`src/rtl/tx_sched_pkg.sv`:
```
// Shared definitions for the TX weighted round-robin scheduler:
// FSM state type, default weight width and the weight-to-credit mapping.
package tx_sched_pkg;

    typedef enum logic {
        IDLE,
        BUSY
    } sched_state_e;

    localparam int TX_SCHED_W_DEF = 4;

    // A weight of zero would starve a requester, so it is granted one packet.
    function automatic int unsigned eff_weight(input int unsigned w);
        return (w == 0) ? 1 : w;
    endfunction

endpackage

```
`src/rtl/tx_wrr_sched_if.sv`:
```
// Request/grant bundle between the queue-pair requesters, the TX payload mux
// and the weighted round-robin scheduler. The slave modport is the scheduler.
interface tx_wrr_sched_if
    import tx_sched_pkg::*;
#(
    parameter int N_REQ   = 4,
    parameter int W_WIDTH = TX_SCHED_W_DEF
);
    localparam int ID_W = $clog2(N_REQ);

    logic                     sched_en;
    logic [N_REQ-1:0]         req;
    logic [N_REQ*W_WIDTH-1:0] weight;
    logic                     beat_acc;
    logic                     beat_last;
    logic [N_REQ-1:0]         gnt;
    logic                     gnt_vld;
    logic [ID_W-1:0]          gnt_id;

    modport master (
        output sched_en, req, weight, beat_acc, beat_last,
        input  gnt, gnt_vld, gnt_id
    );

    modport slave (
        input  sched_en, req, weight, beat_acc, beat_last,
        output gnt, gnt_vld, gnt_id
    );

endinterface

```
`src/rtl/rr_mask_pick.sv`:
```
// Round-robin pick: lowest requester at or above ptr, wrapping to the lowest
// requester overall when nothing at or above ptr is pending.
module rr_mask_pick #(
    parameter int N_REQ = 4,
    parameter int ID_W  = $clog2(N_REQ)
) (
    input  logic [N_REQ-1:0] req,
    input  logic [ID_W-1:0]  ptr,
    output logic [N_REQ-1:0] pick,
    output logic [ID_W-1:0]  pick_id,
    output logic             none
);

    logic [N_REQ-1:0] mask;
    logic [N_REQ-1:0] masked;
    logic [N_REQ-1:0] sel;

    // Thermometer mask from ptr, then a lowest-set-bit search on the chosen vector.
    always_comb begin
        mask    = '0;
        pick    = '0;
        pick_id = '0;
        for (int i = 0; i < N_REQ; i++) begin
            mask[i] = (i >= int'(ptr));
        end
        masked = req & mask;
        sel    = (|masked) ? masked : req;
        for (int i = N_REQ - 1; i >= 0; i--) begin
            if (sel[i]) begin
                pick_id = ID_W'(i);
            end
        end
        if (|sel) begin
            pick[pick_id] = 1'b1;
        end
        none = ~|req;
    end

endmodule

```
`src/rtl/tx_wrr_sched.sv`:
```
// Packet-granular weighted round-robin scheduler for the TX datapath.
// A grant is held until the packet's last beat is accepted; a requester keeps
// the grant for up to weight[i] consecutive packets before rotation moves on.
// Build option TX_WRR_WEIGHT_EN: when defined, per-requester weights set the
// turn length; when undefined, weight is ignored and every turn is one packet.
module tx_wrr_sched
    import tx_sched_pkg::*;
#(
    parameter int N_REQ   = 4,
    parameter int W_WIDTH = TX_SCHED_W_DEF
) (
    input logic           sys_clk,
    input logic           sys_rst,
    tx_wrr_sched_if.slave bus
);

    localparam int ID_W = $clog2(N_REQ);

    sched_state_e       state;
    logic [ID_W-1:0]    ptr;
    logic [W_WIDTH-1:0] credit;
    logic [W_WIDTH-1:0] load_credit;
    logic [ID_W-1:0]    next_ptr;
    logic [ID_W-1:0]    pick_ptr;
    logic [N_REQ-1:0]   pick;
    logic [ID_W-1:0]    pick_id;
    logic               none;
    logic               pkt_end;
    logic               keep_turn;

    // Rotation point after the current grantee. Searching all of req from there
    // puts the current grantee last, so it is only re-picked when it is alone.
    always_comb begin
        next_ptr  = (bus.gnt_id == ID_W'(N_REQ - 1)) ? '0 : bus.gnt_id + 1'b1;
        pick_ptr  = (state == BUSY) ? next_ptr : ptr;
        pkt_end   = bus.beat_acc & bus.beat_last;
        keep_turn = (credit > W_WIDTH'(1)) & bus.req[bus.gnt_id] & bus.sched_en;
    end

`ifdef TX_WRR_WEIGHT_EN
    // Turn length comes from the picked requester's weight, sampled at turn start.
    always_comb begin
        load_credit = W_WIDTH'(eff_weight(int'(bus.weight[pick_id*W_WIDTH +: W_WIDTH])));
    end
`else
    // Plain round-robin: every turn lasts exactly one packet.
    always_comb begin
        load_credit = W_WIDTH'(1);
    end
`endif

    rr_mask_pick #(
        .N_REQ (N_REQ),
        .ID_W  (ID_W)
    ) u_pick (
        .req     (bus.req),
        .ptr     (pick_ptr),
        .pick    (pick),
        .pick_id (pick_id),
        .none    (none)
    );

    // Grant FSM: start a turn from IDLE, and on each packet end either continue
    // the turn, hand over without a bubble, or drop back to IDLE.
    always_ff @(posedge sys_clk or posedge sys_rst) begin
        if (sys_rst) begin
            state       <= IDLE;
            ptr         <= '0;
            credit      <= '0;
            bus.gnt     <= '0;
            bus.gnt_vld <= 1'b0;
            bus.gnt_id  <= '0;
        end else begin
            case (state)
                IDLE: begin
                    if (bus.sched_en && !none) begin
                        bus.gnt     <= pick;
                        bus.gnt_id  <= pick_id;
                        bus.gnt_vld <= 1'b1;
                        credit      <= load_credit;
                        state       <= BUSY;
                    end
                end
                BUSY: begin
                    if (pkt_end) begin
                        if (keep_turn) begin
                            credit <= credit - 1'b1;
                        end else begin
                            ptr <= next_ptr;
                            if (bus.sched_en && !none) begin
                                bus.gnt    <= pick;
                                bus.gnt_id <= pick_id;
                                credit     <= load_credit;
                            end else begin
                                bus.gnt     <= '0;
                                bus.gnt_vld <= 1'b0;
                                bus.gnt_id  <= '0;
                                credit      <= credit - 1'b1;
                                state       <= IDLE;
                            end
                        end
                    end
                end
                default: state <= IDLE;
            endcase
        end
    end

endmodule

```
`src/flat_wrapper.sv`:
```
// flat-port wrapper written by rule: the top's interface ports become plain ports
module tx_wrr_sched_flat import tx_sched_pkg::*;
#(
    parameter int N_REQ   = 4,
    parameter int W_WIDTH = TX_SCHED_W_DEF
)
  (sys_clk, sys_rst, bus_sched_en, bus_req, bus_weight, bus_beat_acc, bus_beat_last, bus_gnt, bus_gnt_vld, bus_gnt_id);
  tx_wrr_sched_if #(.N_REQ(N_REQ), .W_WIDTH(W_WIDTH)) bus_i ();
  input logic sys_clk;
  input logic sys_rst;
  input wire logic [$bits(bus_i.sched_en)-1:0] bus_sched_en;
  input wire logic [$bits(bus_i.req)-1:0] bus_req;
  input wire logic [$bits(bus_i.weight)-1:0] bus_weight;
  input wire logic [$bits(bus_i.beat_acc)-1:0] bus_beat_acc;
  input wire logic [$bits(bus_i.beat_last)-1:0] bus_beat_last;
  output wire logic [$bits(bus_i.gnt)-1:0] bus_gnt;
  output wire logic [$bits(bus_i.gnt_vld)-1:0] bus_gnt_vld;
  output wire logic [$bits(bus_i.gnt_id)-1:0] bus_gnt_id;
  assign bus_i.sched_en = bus_sched_en;
  assign bus_i.req = bus_req;
  assign bus_i.weight = bus_weight;
  assign bus_i.beat_acc = bus_beat_acc;
  assign bus_i.beat_last = bus_beat_last;
  assign bus_gnt = bus_i.gnt;
  assign bus_gnt_vld = bus_i.gnt_vld;
  assign bus_gnt_id = bus_i.gnt_id;
  tx_wrr_sched #(.N_REQ(N_REQ), .W_WIDTH(W_WIDTH)) u_core (.sys_clk(sys_clk), .sys_rst(sys_rst), .bus(bus_i));
endmodule
```
`config.mk`:
```
export PLATFORM = sky130hd
export DESIGN_NAME = tx_wrr_sched_flat
export DESIGN_NICKNAME = d
export VERILOG_FILES = /design/src/rtl/tx_sched_pkg.sv /design/src/rtl/tx_wrr_sched_if.sv /design/src/rtl/rr_mask_pick.sv /design/src/rtl/tx_wrr_sched.sv /design/src/flat_wrapper.sv
export SDC_FILE = /design/constraint.sdc
export NUM_CORES = 1
export LEC_CHECK = 0
export CORE_MARGIN = 2
export CORE_UTILIZATION = 44
export CTS_CLUSTER_DIAMETER = 60
export CTS_CLUSTER_SIZE = 12
export DETAILED_ROUTE_END_ITERATION = 12
export GPL_TIMING_DRIVEN = 1
export PLACE_DENSITY = 0.83
export SKIP_CTS_REPAIR_TIMING = 1
export SYNTH_ARGS = -nofsm -noshare
export SYNTH_HDL_FRONTEND = slang
export SYNTH_SLANG_ARGS = --single-unit
```
`constraint.sdc`:
```
create_clock -name sys_clk -period 2.45 [get_ports sys_clk]
set_clock_uncertainty 0.1 [all_clocks]
set_input_delay 0.49 -clock sys_clk [delete_from_list [all_inputs] [get_ports sys_clk]]
set_output_delay 0.49 -clock sys_clk [all_outputs]
set_load 0.1 [all_outputs]
```
==> results.yml <==
cts:
  cts_tree: "yes"
  h-tree-depth: 1
  path_clk_slew_ps: 80
  numCtsBuffers: 3
  root_buffer: "clkbuf_4"
  insertion_delay_ps: 280
  clock-sinks: 14
  clk_path_buf_depth: 2
route:
  drtIter0Drc: 10
  dr.pass1.iters: 4
  viasPerCell: 5.67
  drt-total-wl_um: 1890
  drcViolationCount: 0
  drtAntennaViolNets: 0
  post_drt_wl_per_cell_um: 13.4
  vias: 799
worst_setup_path:
  crit_fanout: 7
  critPathLaunchType: "input port"
  cpPeakStageDelay_ps: 500
  worst_setup_path_end_kind: "flop"
  crit_type: "input port to flop"
  cp_cell_sequence: "clkdlybuf4s50_1, mux4_2, o311a_4, o21ai_2, and2b_1, a32o_1"
  crit_family: "compound AO/OA/AOI/OAI gates"
  path_buf_inv: 1
  slowest_stage: "mux4_2"
  worstPathArrival_ps: 2200
  required_ps: 2570
grt:
  grt_max_degree: 15
  grt_pass1_vias: 723
  grt_antenna_before_repair: 0
  grt.total_usage: 0.173
  grt_pass1_wl_um: 3220
  grt-ovfl-total: 0
power_and_ir_drop:
  power_uw: 1480
  p_per_area_nw_per_um2: 1310
  vdd_ir_drop_max_uv: 1180
  p_leak_uw: 0.000514
logic_synthesis:
  netlist.area_leader.share: 0.377
  synth_area_leaders: "dfrtp_1 (38%), a21oi_1 (4.3%), ha_1 (4.0%)"
  synth_warnings: 0
  yosysSeqAreaShare: 0.377
  yosysUniqueCellTypes: 41
  synth_edf_count: 0
  ys_ff_latch: 14
  postSynthAreaPerCell_sq_um: 9.77
  synth_top_area_cell: "dfrtp_1"
  synth-async-reset-ratio: 1.00
  syn_area_sq_um: 928
  syn_inst: 95
  syn_nets: 123
  synthTopCellsByCount: "dfrtp_1 (14), a21oi_1 (8), nand2_1 (8)"
  ys.flop_type: "dfrtp_1"
  synth_most_common_cell: "dfrtp_1"
status:
  outcome: "complete, no violations"
die:
  start_util: 0.468
  fp.coreArea_sq_um: 1980
  placementRows: 16
  die_x_um: 49.9
  die_h_um: 49.9
  die_area_sq_um: 2490
  ios: 32
cells_and_area:
  area_growth_pct: 21.8
  drive_gt1_frac: 0.211
  diodes: 0
  final_nets: 143
  fillers: 174
  instances_no_fill: 141
sta:
  worst_pin_slew_ps: 511
  fin_crit_ps: 2080
  max_freq_mhz: 480
  rsz0062_at_grt: "false"
  finalSetupTns_ps: 0
  hold_violations: 0
  setup_violations: 0
  slew_viol_final: 0
  slew_headroom: 0.649
  timing.final.crit_share: 0.850
place:
  place_inst: 137
  dp_hpwl_um: 1430
  gp_congestion: 0.855
  io_buffer_count: 15
worst_hold_path:
  hold_path_class: "flop to flop"
job:
  drv_cap: 0
area by class of cell:
cell class,instances,area [sq um],share of cell area
clock buffers,4,36.3,0.0321
inverters,5,18.8,0.0166
well taps,27,33.8,0.0299
multi-input cells,70,513,0.454
flip-flops and latches,14,352,0.311
repair buffers,21,178,0.157
worst paths after layout:
check / to / slack, ps / cells past startpoint / startpoint
min in group asynchronous: u_core.state$_DFF_PP0_ / 440 / 2 / sys_rst
min reg2reg: u_core.bus.gnt[2]$_DFFE_PP0P_ / 400 / 1 / u_core.bus.gnt[2]$_DFFE_PP0P_
max: u_core.bus.gnt_id[0]$_DFFE_PP0P_ / 370 / 6 / bus_req[3]
max reg2reg: u_core.bus.gnt_id[0]$_DFFE_PP0P_ / 450 / 5 / u_core.bus.gnt_id[0]$_DFFE_PP0P_
min: u_core.bus.gnt[2]$_DFFE_PP0P_ / 400 / 1 / u_core.bus.gnt[2]$_DFFE_PP0P_
max in group asynchronous: u_core.bus.gnt_id[0]$_DFFE_PP0P_ / 1430 / 2 / sys_rst
per-stage QoR:
| step | cell area, sq um | setup slack (ps) | util | hold WS, ps |
|---|---|---|---|---|
| 2_1_floorplan | 930 | 7.72 | - | 279 |
| 3_3_place_gp | 1090 | 105 | 0.552 | 356 |
| 3_5_place_dp | 1090 | 59.4 | 0.552 | 390 |
| 4_1_cts | 1130 | 356 | 0.571 | 408 |
| 5_1_grt | 1130 | 266 | 0.571 | 426 |
| 6_report | 1130 | 369 | 0.571 | 404 |
flip-flops by register name, indices dropped and copies added (netlist names):
signal,cells
u_core.bus.gnt,4
u_core.credit,4
u_core.bus.gnt_id,2
u_core.ptr,2
u_core.bus.gnt_vld,1
u_core.state,1
layer usage:
layer	wire length, um	track usage
met3	98	0.0636
met2	912	0.273
met5	0	0
met4	15	0.0417
met1	862	0.224
worst reg2reg max path: stages, from the launching register on:
cell and delay [ps]:
dfrtp_2 460, ha_1 340, mux2i_1 440, a21oi_1 130, o21a_1 180, a32o_1 250
cell usage in the layout, fill, tap and decap left out, types with 4 or more instances in the layout:
master,synthesis,routed
o21ai_0,4,4
nand3_1,4,4
dfrtp_1,14,13
a21oi_1,8,8
buf_4,2,13
nor2_1,6,6
o21a_1,4,4
clkdlybuf4s50_1,0,8
inv_1,5,5
nand2_1,8,8
cell families (layout without fill, tap and decap cells):
| group | count (synthesis) | count (layout) | synth area share |
|---|---|---|---|
| fa+ha+maj | 3 | 3 | 0.0404 |
| compound gates | 36 | 36 | 0.301 |
| xor+xnor | 2 | 2 | 0.0189 |
| simple gates | 25 | 25 | 0.133 |
| flops | 14 | 14 | 0.377 |
| mux | 4 | 4 | 0.0593 |
| buf+inv | 11 | 30 | 0.0701 |
where the power goes:
| part | switching (uW) | internal [uW] | total (uW) |
|---|---|---|---|
| combinational | 615 | 287 | 902 |
| clock | 75.1 | 90.6 | 166 |
| sequential | 91.9 | 321 | 413 |
Power figures use the tool's default switching activity.
==> edit 1 (same settings) <==
The option `TX_WRR_WEIGHT_EN` is turned on by a define.
--- a/src/rtl/tx_wrr_sched.sv
+++ b/src/rtl/tx_wrr_sched.sv
@@ -4,4 +4,6 @@
 // Build option TX_WRR_WEIGHT_EN: when defined, per-requester weights set the
 // turn length; when undefined, weight is ignored and every turn is one packet.
+`define TX_WRR_WEIGHT_EN
+
 module tx_wrr_sched
     import tx_sched_pkg::*;
Function: changed (Yosys sat finds a counterexample within 4 cycles, from zero or initial values and one cycle with sys_rst high).
==> edit 1 against the unedited design <==
  * The flow now finishes with violations (setup timing)
  * Cell count is 38% higher
  * Clock power is 4% higher
  * Setup slack worse by 670 ps
  * Via count is 39% higher
  * Total power is 38% higher
  * Sequential cell count stayed put
  * Synthesized cell count is 11% higher
  * Die area is 8.2% higher
  * Synthesized area is 8.9% higher
  * Design area is 45% higher
  * Routed wire length is 61% higher
  * Critical path type is now reg2reg
  * Largest cell class unchanged
==> edit 1: results (changes against the unedited design) <==
* Final Setup Violations at 4 (+4)
* Placed cells at 188 (+37%)
* Vias in the first global route at 1040 (+44%)
* Met2 usage at 39.87% (+13 points)
* I/O Buffers at 31 (+16)
* WL met2 at 1468 microns (+61%)
* Initial DRC count at 47 (+37)
* Vias per cell at 5.692 (+0.45%)
* Status: complete, but fails checks
* Hold Path Sink: u_core.ptr[0]
* Met1 Resource Use GR at 26.04% (+3.6 points)
* Post-DP HPWL at 2303 microns (+62%)
* CP top delay family: simple AND/OR/NAND/NOR gates
* RR Endpoint: u_core.credit[0]
* Synth area leaders: dfrtp_1 35%, mux2i_1 8.9%, o21ai_0 4.0%
* Synth Instances at 105 (+11%)
* Setup ws final at -306.0 ps (-674.6 ps)
* Hold slack at 400.7 ps (-3.065 ps)
* Worst R2R Path Depth at 8 (+3)
* M1 WL at 1313 microns (+52%)
* Hold Path Depth at 2 (+1)
* Design internal power at 1.058 mW (+51%)
* HP Start: u_core.ptr[0]
* Layout cells sized above 1 at 35.33% (+14 points)
* GR Layer Usage met3 at 6.897% (+0.53 points)
* DR WL met3 at 172 microns (+76%)
* Peak supply drop at 1.114 mV (-5.4%)
* Leak Pwr at 0.7564 nW (+47%)
* Vias at 1110 (+39%)
* RR Startpoint: u_core.bus.gnt_id[1]
* Failing checks: setup timing
* First-pass GRT wire length at 4519 microns (+40%)
* Critical path's largest stage delay at 620 ps (+120 ps)
* Element type at the critical path start: register
* Xor and xnor area share after synthesis at 0% (-1.9 points)
* RD Place Congestion at 0.8761 (+2.5%)
[edit 1: cell type report]
cell class | count | share of cell area [%]
Inverter | 6 | 1.377
Tap cell | 28 | 2.142
Sequential cell | 14 | 21.88
Clock buffer | 4 | 2.219
Timing Repair Buffer | 60 | 31.60
Multi-Input combinational cell | 83 | 40.78
[edit 1: power groups by stage]
stage / Clock, mW / Sequential (mW) / Combinational (mW)
after floorplan: 0 / 0.749 / 0.579
after global placement: 0 / 0.413 / 1.32
after detailed placement: 0 / 0.417 / 1.36
after CTS: 0.179 / 0.414 / 1.37
after global routing: 0.186 / 0.429 / 1.53
final: 0.173 / 0.419 / 1.45
[edit 1: stage by stage]
stage | util (%) | setup slack (ps) | setup TNS, ps
after global routing | 74.64 | -381.2 | -1420
after CTS | 72.30 | -366.4 | -1237
after floorplan | - | -389.0 | -1394
final | 74.64 | -306.0 | -1095
after detailed placement | 70.65 | -484.5 | -3156
after global placement | 70.65 | -309.6 | -2170
==> edit 2 (same flow settings) <==
Without the edit above. Reset style: synchronous (`sys_rst`), changed in one clocked block.
--- a/src/rtl/tx_wrr_sched.sv
+++ b/src/rtl/tx_wrr_sched.sv
@@ -63,5 +63,5 @@
     // Grant FSM: start a turn from IDLE, and on each packet end either continue
     // the turn, hand over without a bubble, or drop back to IDLE.
-    always_ff @(posedge sys_clk or posedge sys_rst) begin
+    always_ff @(posedge sys_clk) begin
         if (sys_rst) begin
             state       <= IDLE;
Function: differs if sys_rst is asserted again (counterexample within 4 cycles, from zero or initial values and one cycle with sys_rst high); with sys_rst held inactive, the same outputs for 10 cycles.
==> edit 2 against the unedited design <==
  * Design area is 2.7% lower
  * Synthesized area down 9.7%
  * Global-route usage rose by 3.9 points
  * Sequential cell count stayed put
  * Setup slack worse by 160 ps
  * Routed wire length rose by 6.4%
  * Critical endpoint is now u_core.bus.gnt[1]
Power is not compared: it rests on default switching activity, and its combinational part moved more than twofold at a synthesized area within 25%.
==> edit 2: results (changes against the unedited design) <==
* Status: complete, no violations
* Critical Path End: u_core.bus.gnt[1]
* Yosys top cell area share at 33.43% (-4.3 points)
* Synth Net Count at 122 (-0.81%)
* Synth top cells by count: 14 x dfxtp_1, 10 x nand2_1, 9 x nor2_1
* Synth Area in Compound Gates at 26.27% (-3.8 points)
* Layout cells sized above 1 at 28.10% (+7.0 points)
* Final std cells w/o fill at 146 (+3.5%)
* Dpl cell area at 1065 sq um (-2.7%)
* M1 WL at 924 microns (+7.2%)
* Placed cells at 142 (+3.6%)
* Largest net degree at the start of global routing at 14 (-1)
* Yosys cell types at 43 (+4.9%)
* RR Endpoint: u_core.bus.gnt_id[1]
* Initial DRC count at 23 (+13)
* CP Launch Point: bus_req[1]
* DR WL met3 at 76 microns (-22%)
* Placement Setup Slack at -79.23 ps (-138.6 ps)
* Xor and xnor area share after synthesis at 2.090% (+0.20 points)
* Core Util, Final at 62.41% (+5.3 points)
* CP Max Fanout at 4 (-3)
* RD Place Congestion at 0.8028 (-6.1%)
* Reg2Reg Setup Slack at 330 ps (-120 ps)
* Vias in the first global route at 768 (+6.2%)
* Worst R2R Path Depth at 6 (+1)
* Final Cycle Share at 91.50% (+6.5 points)
* Post-synthesis mux area share at 5.075% (-0.86 points)
* HP Start: u_core.ptr[1]
* Hold Path Sink: u_core.ptr[1]
* Measured slew at the worst slew-check pin at 501.9 ps (-9.302 ps)
* Final wirelength at 2010 microns (+6.4%)
* RR Startpoint: u_core.bus.gnt_id[0]
edit 2: changes by cell type after synthesis, moves of 3 or more:
cell / unedited run / this run
a21oi_1: 8 / 5
dfrtp_1: 14 / 0
dfxtp_1: 0 / 14
nor2_1: 6 / 9
o21a_1: 4 / 0
edit 2: cell type report:
class | instances | area share (%)
Inverter | 4 | 1.364
Clock buffer | 4 | 3.295
Timing Repair Buffer | 26 | 19.55
Tap cell | 25 | 2.841
Sequential cell | 14 | 25.68
Multi-Input combinational cell | 73 | 47.27
edit 2: routing by layer:
layer | up-vias | global-route usage [%]
li1 | 408 | -
met1 | 377 | 27.71
met2 | 24 | 34.32
met3 | 4 | 3.396
met4 | 0 | 10.27
met5 | - | 0
edit 2: power groups by stage:
stage	registers (mW)	clock network [mW]	logic (mW)
6_report	0.256	0.169	0.181
2_1_floorplan	0.301	0	0.0812
5_1_grt	0.259	0.189	0.195
3_3_place_gp	0.260	0	0.175
3_5_place_dp	0.261	0	0.180
4_1_cts	0.256	0.173	0.181
